--- config.mk ---
export PLATFORM = sky130hd
export DESIGN_NAME = bit_reverse_frame_buffer_flat
export DESIGN_NICKNAME = d
export VERILOG_FILES = /design/src/rtl/bit_reverse_frame_buffer_if.sv /design/src/rtl/bit_reverse_frame_buffer.sv /design/src/flat_wrapper.sv
export SDC_FILE = /design/constraint.sdc
export NUM_CORES = 1
export LEC_CHECK = 0
export CAP_MARGIN = 20
export CORE_AREA = 2 2 215 217
export CTS_CLUSTER_DIAMETER = 30
export DETAILED_ROUTE_END_ITERATION = 10
export DIE_AREA = 0 0 217 219
export PLACE_DENSITY = 0.88
export SKIP_CTS_REPAIR_TIMING = 1
export SYNTH_ARGS = -nofsm -noshare
export SYNTH_HDL_FRONTEND = slang
export SYNTH_SLANG_ARGS = --single-unit
--- constraint.sdc ---
create_clock -name clk -period 11.1 [get_ports clk]
set_input_delay 2.22 -clock clk [delete_from_list [all_inputs] [get_ports clk]]
set_output_delay 2.22 -clock clk [all_outputs]
set_load 0.005 [all_outputs]
--- src/rtl/bit_reverse_frame_buffer_if.sv ---
// Valid/ready frame stream carrying one N_SAMPLES x BIT_WIDTH frame per transfer.
// The master drives msg/val, the slave answers with rdy.
interface bit_reverse_frame_buffer_if #(
    parameter int BIT_WIDTH = 32,
    parameter int N_SAMPLES = 8
);
    logic [BIT_WIDTH-1:0] msg [N_SAMPLES-1:0];
    logic                 val;
    logic                 rdy;

    modport master (output msg, output val, input rdy);
    modport slave  (input msg, input val, output rdy);
endinterface

--- src/rtl/bit_reverse_frame_buffer.sv ---
// Two-entry FIFO of frames, stored in bit-reversed sample order, sitting between
// the deserializer and the FFT so each side's back-pressure is decoupled.
module bit_reverse_frame_buffer #(
    parameter int BIT_WIDTH = 32,
    parameter int N_SAMPLES = 8
) (
    input  logic clk,
    input  logic reset,
    bit_reverse_frame_buffer_if.slave  recv,
    bit_reverse_frame_buffer_if.master send
);
    localparam int IDX_W = $clog2(N_SAMPLES);

    logic [BIT_WIDTH-1:0] slot [2][N_SAMPLES];
    logic                 wr_ptr;
    logic                 rd_ptr;
    logic [1:0]           count;
    logic                 recv_fire;
    logic                 send_fire;

    function automatic logic [IDX_W-1:0] rev(input logic [IDX_W-1:0] idx);
        logic [IDX_W-1:0] r;
        for (int k = 0; k < IDX_W; k++) begin
            r[k] = idx[IDX_W-1-k];
        end
        return r;
    endfunction

    // Flow control depends on occupancy alone, so there is no path from send.rdy to recv.rdy.
    assign recv.rdy  = (count != 2'd2);
    assign send.val  = (count != 2'd0);
    assign recv_fire = recv.val & recv.rdy;
    assign send_fire = send.val & send.rdy;

    always_comb begin
        for (int i = 0; i < N_SAMPLES; i++) begin
            send.msg[i] = slot[rd_ptr][i];
        end
    end

    always_ff @(posedge clk) begin
        if (reset) begin
            wr_ptr <= 1'b0;
            rd_ptr <= 1'b0;
            count  <= 2'd0;
            // NOTE: the slots are cleared on reset because send.msg must read all zeros
            // immediately afterwards; a pure datapath RAM would normally be left unreset.
            for (int s = 0; s < 2; s++) begin
                for (int i = 0; i < N_SAMPLES; i++) begin
                    slot[s][i] <= '0;
                end
            end
        end else begin
            // NOTE: non-blocking assignments keep every register update tied to the
            // pre-edge values, so read and write of the same slot in one cycle are safe.
            if (recv_fire) begin
                for (int i = 0; i < N_SAMPLES; i++) begin
                    slot[wr_ptr][rev(IDX_W'(i))] <= recv.msg[i];
                end
                wr_ptr <= ~wr_ptr;
            end
            if (send_fire) begin
                rd_ptr <= ~rd_ptr;
            end
            unique case ({recv_fire, send_fire})
                2'b10:   count <= count + 2'd1;
                2'b01:   count <= count - 2'd1;
                default: count <= count;
            endcase
        end
    end
endmodule

--- src/flat_wrapper.sv ---
// flat-port wrapper written by rule: the top's interface ports become plain ports
module bit_reverse_frame_buffer_flat 
#(
    parameter int BIT_WIDTH = 32,
    parameter int N_SAMPLES = 8
)
  (clk, reset, recv_msg, recv_val, recv_rdy, send_msg, send_val, send_rdy);
  bit_reverse_frame_buffer_if #(.BIT_WIDTH(BIT_WIDTH), .N_SAMPLES(N_SAMPLES)) recv_i ();
  bit_reverse_frame_buffer_if #(.BIT_WIDTH(BIT_WIDTH), .N_SAMPLES(N_SAMPLES)) send_i ();
  input  logic clk;
  input  logic reset;
  input wire logic [$bits(recv_i.msg)-1:0] recv_msg;
  input wire logic [$bits(recv_i.val)-1:0] recv_val;
  output wire logic [$bits(recv_i.rdy)-1:0] recv_rdy;
  output wire logic [$bits(send_i.msg)-1:0] send_msg;
  output wire logic [$bits(send_i.val)-1:0] send_val;
  input wire logic [$bits(send_i.rdy)-1:0] send_rdy;
  assign recv_i.msg = {>>{recv_msg}};
  assign recv_i.val = recv_val;
  assign recv_rdy = recv_i.rdy;
  assign send_msg = {>>{send_i.msg}};
  assign send_val = send_i.val;
  assign send_i.rdy = send_rdy;
  bit_reverse_frame_buffer #(.BIT_WIDTH(BIT_WIDTH), .N_SAMPLES(N_SAMPLES)) u_core (.clk(clk), .reset(reset), .recv(recv_i), .send(send_i));
endmodule
==> results of run 1 <==
-- path summary, 6_finish.rpt --
path	cells past startpoint	end	slack, ps
min reg2reg	2	u_core.rd_ptr	520
min	2	u_core.rd_ptr	520
max	4	send_msg[106]	4760
max reg2reg	7	u_core.slot[1][140]	7500
-- per-layer routing --
metal / share of wire, % / track usage, % / up-vias
met5: 0.067 / 0 / -
met4: 4.2 / 11.8 / 6
met3: 8.2 / 8.07 / 153
met2: 52 / 41.3 / 582
met1: 36 / 26.3 / 6831
li1: - / - / 6202
-- synthesized netlist by cell type --
master    instances
clkbuf_2         31
buf_1             1
ha_1              1
and2_1          358
and2_2           90
buf_6             2
a21oi_1           2
inv_1             2
clkbuf_1         21
buf_2            31
nor2_1           67
nand2b_1         35
buf_4             1
dfxtp_1           5
xor2_1            1
nand3_1           1
xnor2_1           2
nor4_4            1
nor2b_2           1
nor3_4            1
edfxtp_1        512
nand2_1           1
o21ai_0           2
o21a_1            1
mux2_2          256
or2_2             1
or3_1             2
-- layout make-up --
type	count	area [µm²]
Sequential cell	517	15500
Fill cell	2718	13900
Multi-Input combinational cell	823	6420
Timing Repair Buffer	534	5340
Clock buffer	100	2360
Clock inverter	70	825
Tap cell	600	751
Antenna cell	7	17.5
Inverter	2	7.51
-- registers in the layout, indices dropped and copies added (netlist names), named ones only --
name           cells
u_core.count       2
u_core.rd_ptr      1
u_core.slot      512
u_core.wr_ptr      1
-- placed cells by master (no fill, tap or decap), types with 2 or more instances in the layout --
cell type,count
inv_1,2
buf_4,15
clkinv_8,2
and2_1,358
clkbuf_1,6
xnor2_1,2
a21oi_1,2
clkinv_4,5
dfxtp_1,4
inv_6,11
nand2b_4,2
edfxtp_1,512
clkinv_1,11
nand2b_1,33
clkinvlp_4,12
clkbuf_16,93
mux2_2,256
bufinv_16,15
clkdlybuf4s50_1,517
and2_2,90
o21ai_0,2
clkinv_2,14
or3_1,2
diode_2,7
nor2_1,67
-- stage by stage --
step	cell area, µm²	hold slack (ps)
floorplan	22300	475
global placement	28000	492
detailed placement	28000	504
CTS	31200	522
global route	31200	551
finish	31200	523
-- critical path, cell delays in order (launching register included) --
cell             delay [ps]
dfxtp_4                 900
buf_4                   750
buf_4                   780
mux2_2                  430
clkdlybuf4s50_1         480
-- cells by family after synthesis --
| family | count (synthesis) |
|---|---|
| simple gates | 558 |
| xor+xnor | 3 |
| flops | 517 |
| mux | 256 |
| compound gates | 5 |
| buf+inv | 89 |
| fa+ha+maj | 1 |
-- power breakdown --
part / internal (W) / switching (W) / leakage [nW]
Sequential: 0.00252 / 0.000128 / 5.48
Clock: 0.00189 / 0.000973 / 1.53
Combinational: 0.00105 / 0.000725 / 4.78
==> impl_metrics.tcl, run 1 <==
set metrics [dict create \
    status "complete, no violations" \
    routedWlPerCell_um 21.9 \
    cp-end-kind "output port" \
    grt.overflow.total 0 \
    remaining_drc_errors 0 \
    peakVddDrop_v 0.000202 \
    synth_compound_area_share_pct 0.123 \
    drtPass1Iterations 5 \
    dr_total_vias 13800 \
    avgViaCountPerCell 5.19 \
    final_cells 2653 \
    ys_seq_area_share_pct 69.4 \
    clock-sinks 517 \
    fin_setup_tns_ps 0 \
    path_max_fanout 68 \
    leakagePower_nw 11.8 \
    ys_top_cells_by_area "edfxtp_1 69%, mux2_2 13%, and2_1 10%, and2_2 3.0%, nor2_1 1.1%" \
    ys_types 27 \
    postSynthCellCount 1429 \
    slew_headroom_pct 28.0 \
    port_buffers 517 \
    reg2reg_from "u_core.count[0]" \
    finalSetupViolations 0 \
    core_area_mm2 0.0451 \
    final-hold-violation-count 0 \
    drt_wl_total_um 58000 \
    clkLatencyLatePin_ps 610 \
    synth-seq-cells 517 \
    synth_nets 1690 \
    p_total_w 0.00729 \
    cap_violations 0 \
    synth_top_family_by_area "simple AND/OR/NAND/NOR gates" \
    start_kind "flop" \
    rsz0062_at_grt "no" \
    fmax_mhz 158 \
    dieWidth_um 217 \
    fin_ws_ps 4760 \
    synthAdderAreaFrac_pct 0.0561 \
    hpwlAfterDp_um 35000 \
    ys_warn_count 0 \
    path_class "reg2out" \
    syn_area_mm2 0.0223 \
    yosys.area_share.xor_xnor_pct 0.118 \
    yosys.area_share.simple_pct 15.5 \
    clkTransAtPathRegs_ps 50 \
    initialDrtViolationCount 942 \
    worst_pin_slew_ps 1080 \
    die-area_mm2 0.0475 \
    dp_slack_ps 5410 \
    final_nets 2230 \
    hold_start "u_core.rd_ptr" \
    skew_ps 19.6 \
    hold_class "reg2reg" \
    finalCritPeriodShare_pct 57.1 \
    grt_max_degree 119 \
    ios 518 \
    cts.htree.levels 3 \
    yosys.area.top_type_share_pct 68.9 \
    grt_antenna_before_repair 9 \
    cts_tree "yes" \
    cts_buffers 91 \
    synth.area.mux_share_pct 12.9 \
    required_ps 8880 \
    routabilityCongestion 0.835 \
    drive_gt1_share_pct 25.6 \
    dp_cells 2475 \
    grt_pass1_wl_um 85100 \
    syn2layout_area_growth_pct 39.8 \
    grt_pass1_vias 14700 \
    antenna_left 0 \
    slew_viol_final 0 \
    track_usage_pct 23.9 \
    num_rows 78 \
    min_period_ps 6340 \
    cts-root-buf "clkbuf_16" \
    yosysTopAreaCell "edfxtp_1" \
    arrival_ps 4120 \
    start_util_pct 49.5 \
    avgSynthCellArea_um2 15.6 \
    p_per_area_mw_per_mm2 234 \
    die_h_um 219 \
    cts_buffer_depth 3 \
    fin_util_pct 69.2 \
]
Note: power is estimated with default switching activity, not from simulation.
==> run 2: changes to the inputs <==
- clock period: 11.1 -> 6.42 ns (I/O delays scaled with it)
==> impl_metrics.tcl, run 2 (synthesis results as in run 1) <==
set metrics [dict create \
    p_clk_share_pct 41.6 \
    antenna_left 0 \
    grt_pass1_wl_um 84400 \
    routabilityCongestion 0.789 \
    mostFrequentLayoutCells "517 x clkdlybuf4s50_1, 512 x edfxtp_1, 358 x and2_1, 256 x mux2_2, 102 x clkbuf_16" \
    slew_viol_final 0 \
    cts-root-buf "clkbuf_16" \
    power_frac_seq_pct 34.3 \
    largest_reg_flops 512 \
    ios 518 \
    avgViaCountPerCell 5.21 \
    hold_start "u_core.rd_ptr" \
    slew_headroom_pct 19.2 \
    hpwlAfterDp_um 33300 \
    finalSetupViolations 0 \
    max_stage_delay_ps 520 \
    cts_buffer_depth 3 \
    fin_util_pct 70.2 \
    dr_total_vias 13900 \
    start_kind "flop" \
    min_period_ps 3900 \
    reg2reg_from "u_core.count[0]" \
    finalCritPeriodShare_pct 60.8 \
    final-hold-violation-count 0 \
    top_regs "u_core.slot x512, u_core.count x2" \
    path_max_fanout 133 \
    grt.overflow.total 0 \
    syn2layout_area_growth_pct 41.9 \
    fmax_mhz 256 \
    dp_cells 2475 \
    cts_buffers 101 \
    num_rows 78 \
    regMostFlops "u_core.slot" \
    p_sw_w 0.00326 \
    grt_max_degree 225 \
    place_area_mm2 0.0281 \
    p_comb_share_pct 24.1 \
    remaining_drc_errors 0 \
    skew_ps 19.2 \
    switching_share_pct 24.8 \
    initialDrtViolationCount 871 \
    rsz0062_at_grt "no" \
    cp_cell_sequence "buf_12 > mux2_2 > clkdlybuf4s50_1" \
    design_area_mm2 0.0317 \
    grt_antenna_before_repair 6 \
    grt_pass1_vias 14800 \
    worst_pin_slew_ps 1210 \
    clkTransAtPathRegs_ps 40 \
    peakVddDrop_v 0.000284 \
    whs_ps 523 \
    final_common_cell "clkdlybuf4s50_1" \
    crit_slowest_cell "clkdlybuf4s50_1" \
    start_util_pct 49.5 \
    hold_class "reg2reg" \
    track_usage_pct 23.5 \
    clock-sinks 517 \
    critPathBufInv 2 \
    required_ps 5140 \
    drt_wl_total_um 57100 \
    port_buffers 517 \
    core_area_mm2 0.0451 \
    status "complete, no violations" \
    leakagePower_nw 12.0 \
    p_per_area_mw_per_mm2 416 \
    arrival_ps 2620 \
    internal-power_w 0.00991 \
    dieWidth_um 217 \
    cts_tree "yes" \
    die-area_mm2 0.0475 \
    cp-end-kind "output port" \
    routedWlPerCell_um 21.4 \
    cts.htree.levels 3 \
    drive_gt1_share_pct 26.1 \
    fin_setup_tns_ps 0 \
    path_class "reg2out" \
    cap_violations 0 \
    clkLatencyLatePin_ps 630 \
    drtPass1Iterations 5 \
    die_h_um 219 \
    final_nets 2239 \
    crit_family "buffers and inverters" \
    final_cells 2669 \
    rrSetupSlack_ps 3900 \
]
-- run 2: cell count changes in the layout (fill, tap and decap cells not counted), moves of 3 or more --
cell	change
clkbuf_16	+9
buf_12	+8
buf_4	-8
bufinv_16	+5
clkinv_2	+3
clkinv_4	+3
inv_6	-3
-- run 2: tightest hold or removal path, stage by stage (launching register included) --
cell and delay [ps]:
dfxtp_1 320, xnor2_1 80, nor2_1 80
-- run 2: final timing paths --
kind / depth (start not counted) / endpoint
worst max register to register: 5 / u_core.slot[1][158]
worst min-delay path: 2 / u_core.rd_ptr
worst min register to register: 2 / u_core.rd_ptr
worst max-delay path: 3 / send_msg[138]
-- run 2: cell type report --
type                            count  area (µm²)
Antenna cell                        5        12.5
Clock buffer                      109        2580
Clock inverter                     80         996
Fill cell                        2689       13400
Inverter                            2        7.51
Multi-Input combinational cell    823        6420
Sequential cell                   517       15500
Tap cell                          600         751
Timing Repair Buffer              533        5410
-- run 2: metrics by stage --
step / power [W] / setup slack, ps
after floorplan: 0.00601 / 970
after global placement: 0.00762 / 2800
after detailed placement: 0.00770 / 2770
after CTS: 0.0133 / 2530
after global routing: 0.0136 / 2470
final: 0.0132 / 2520
-- run 2: power groups by stage --
stage	Clock, W	Sequential (W)	Combinational [W]
6_report	0.00548	0.00451	0.00318
3_5_place_dp	0	0.00456	0.00314
3_3_place_gp	0	0.00451	0.00311
2_1_floorplan	0	0.00455	0.00146
5_1_grt	0.00571	0.00456	0.00334
4_1_cts	0.00555	0.00452	0.00319
-- run 2: routing by layer --
layer / GRT usage [%] / vias up / routed length [µm]
li1: - / 6237 / -
met1: 26.7 / 6889 / 20700
met2: 40.5 / 633 / 29600
met3: 6.20 / 142 / 4390
met4: 12.6 / 6 / 2430
met5: 0 / - / 41
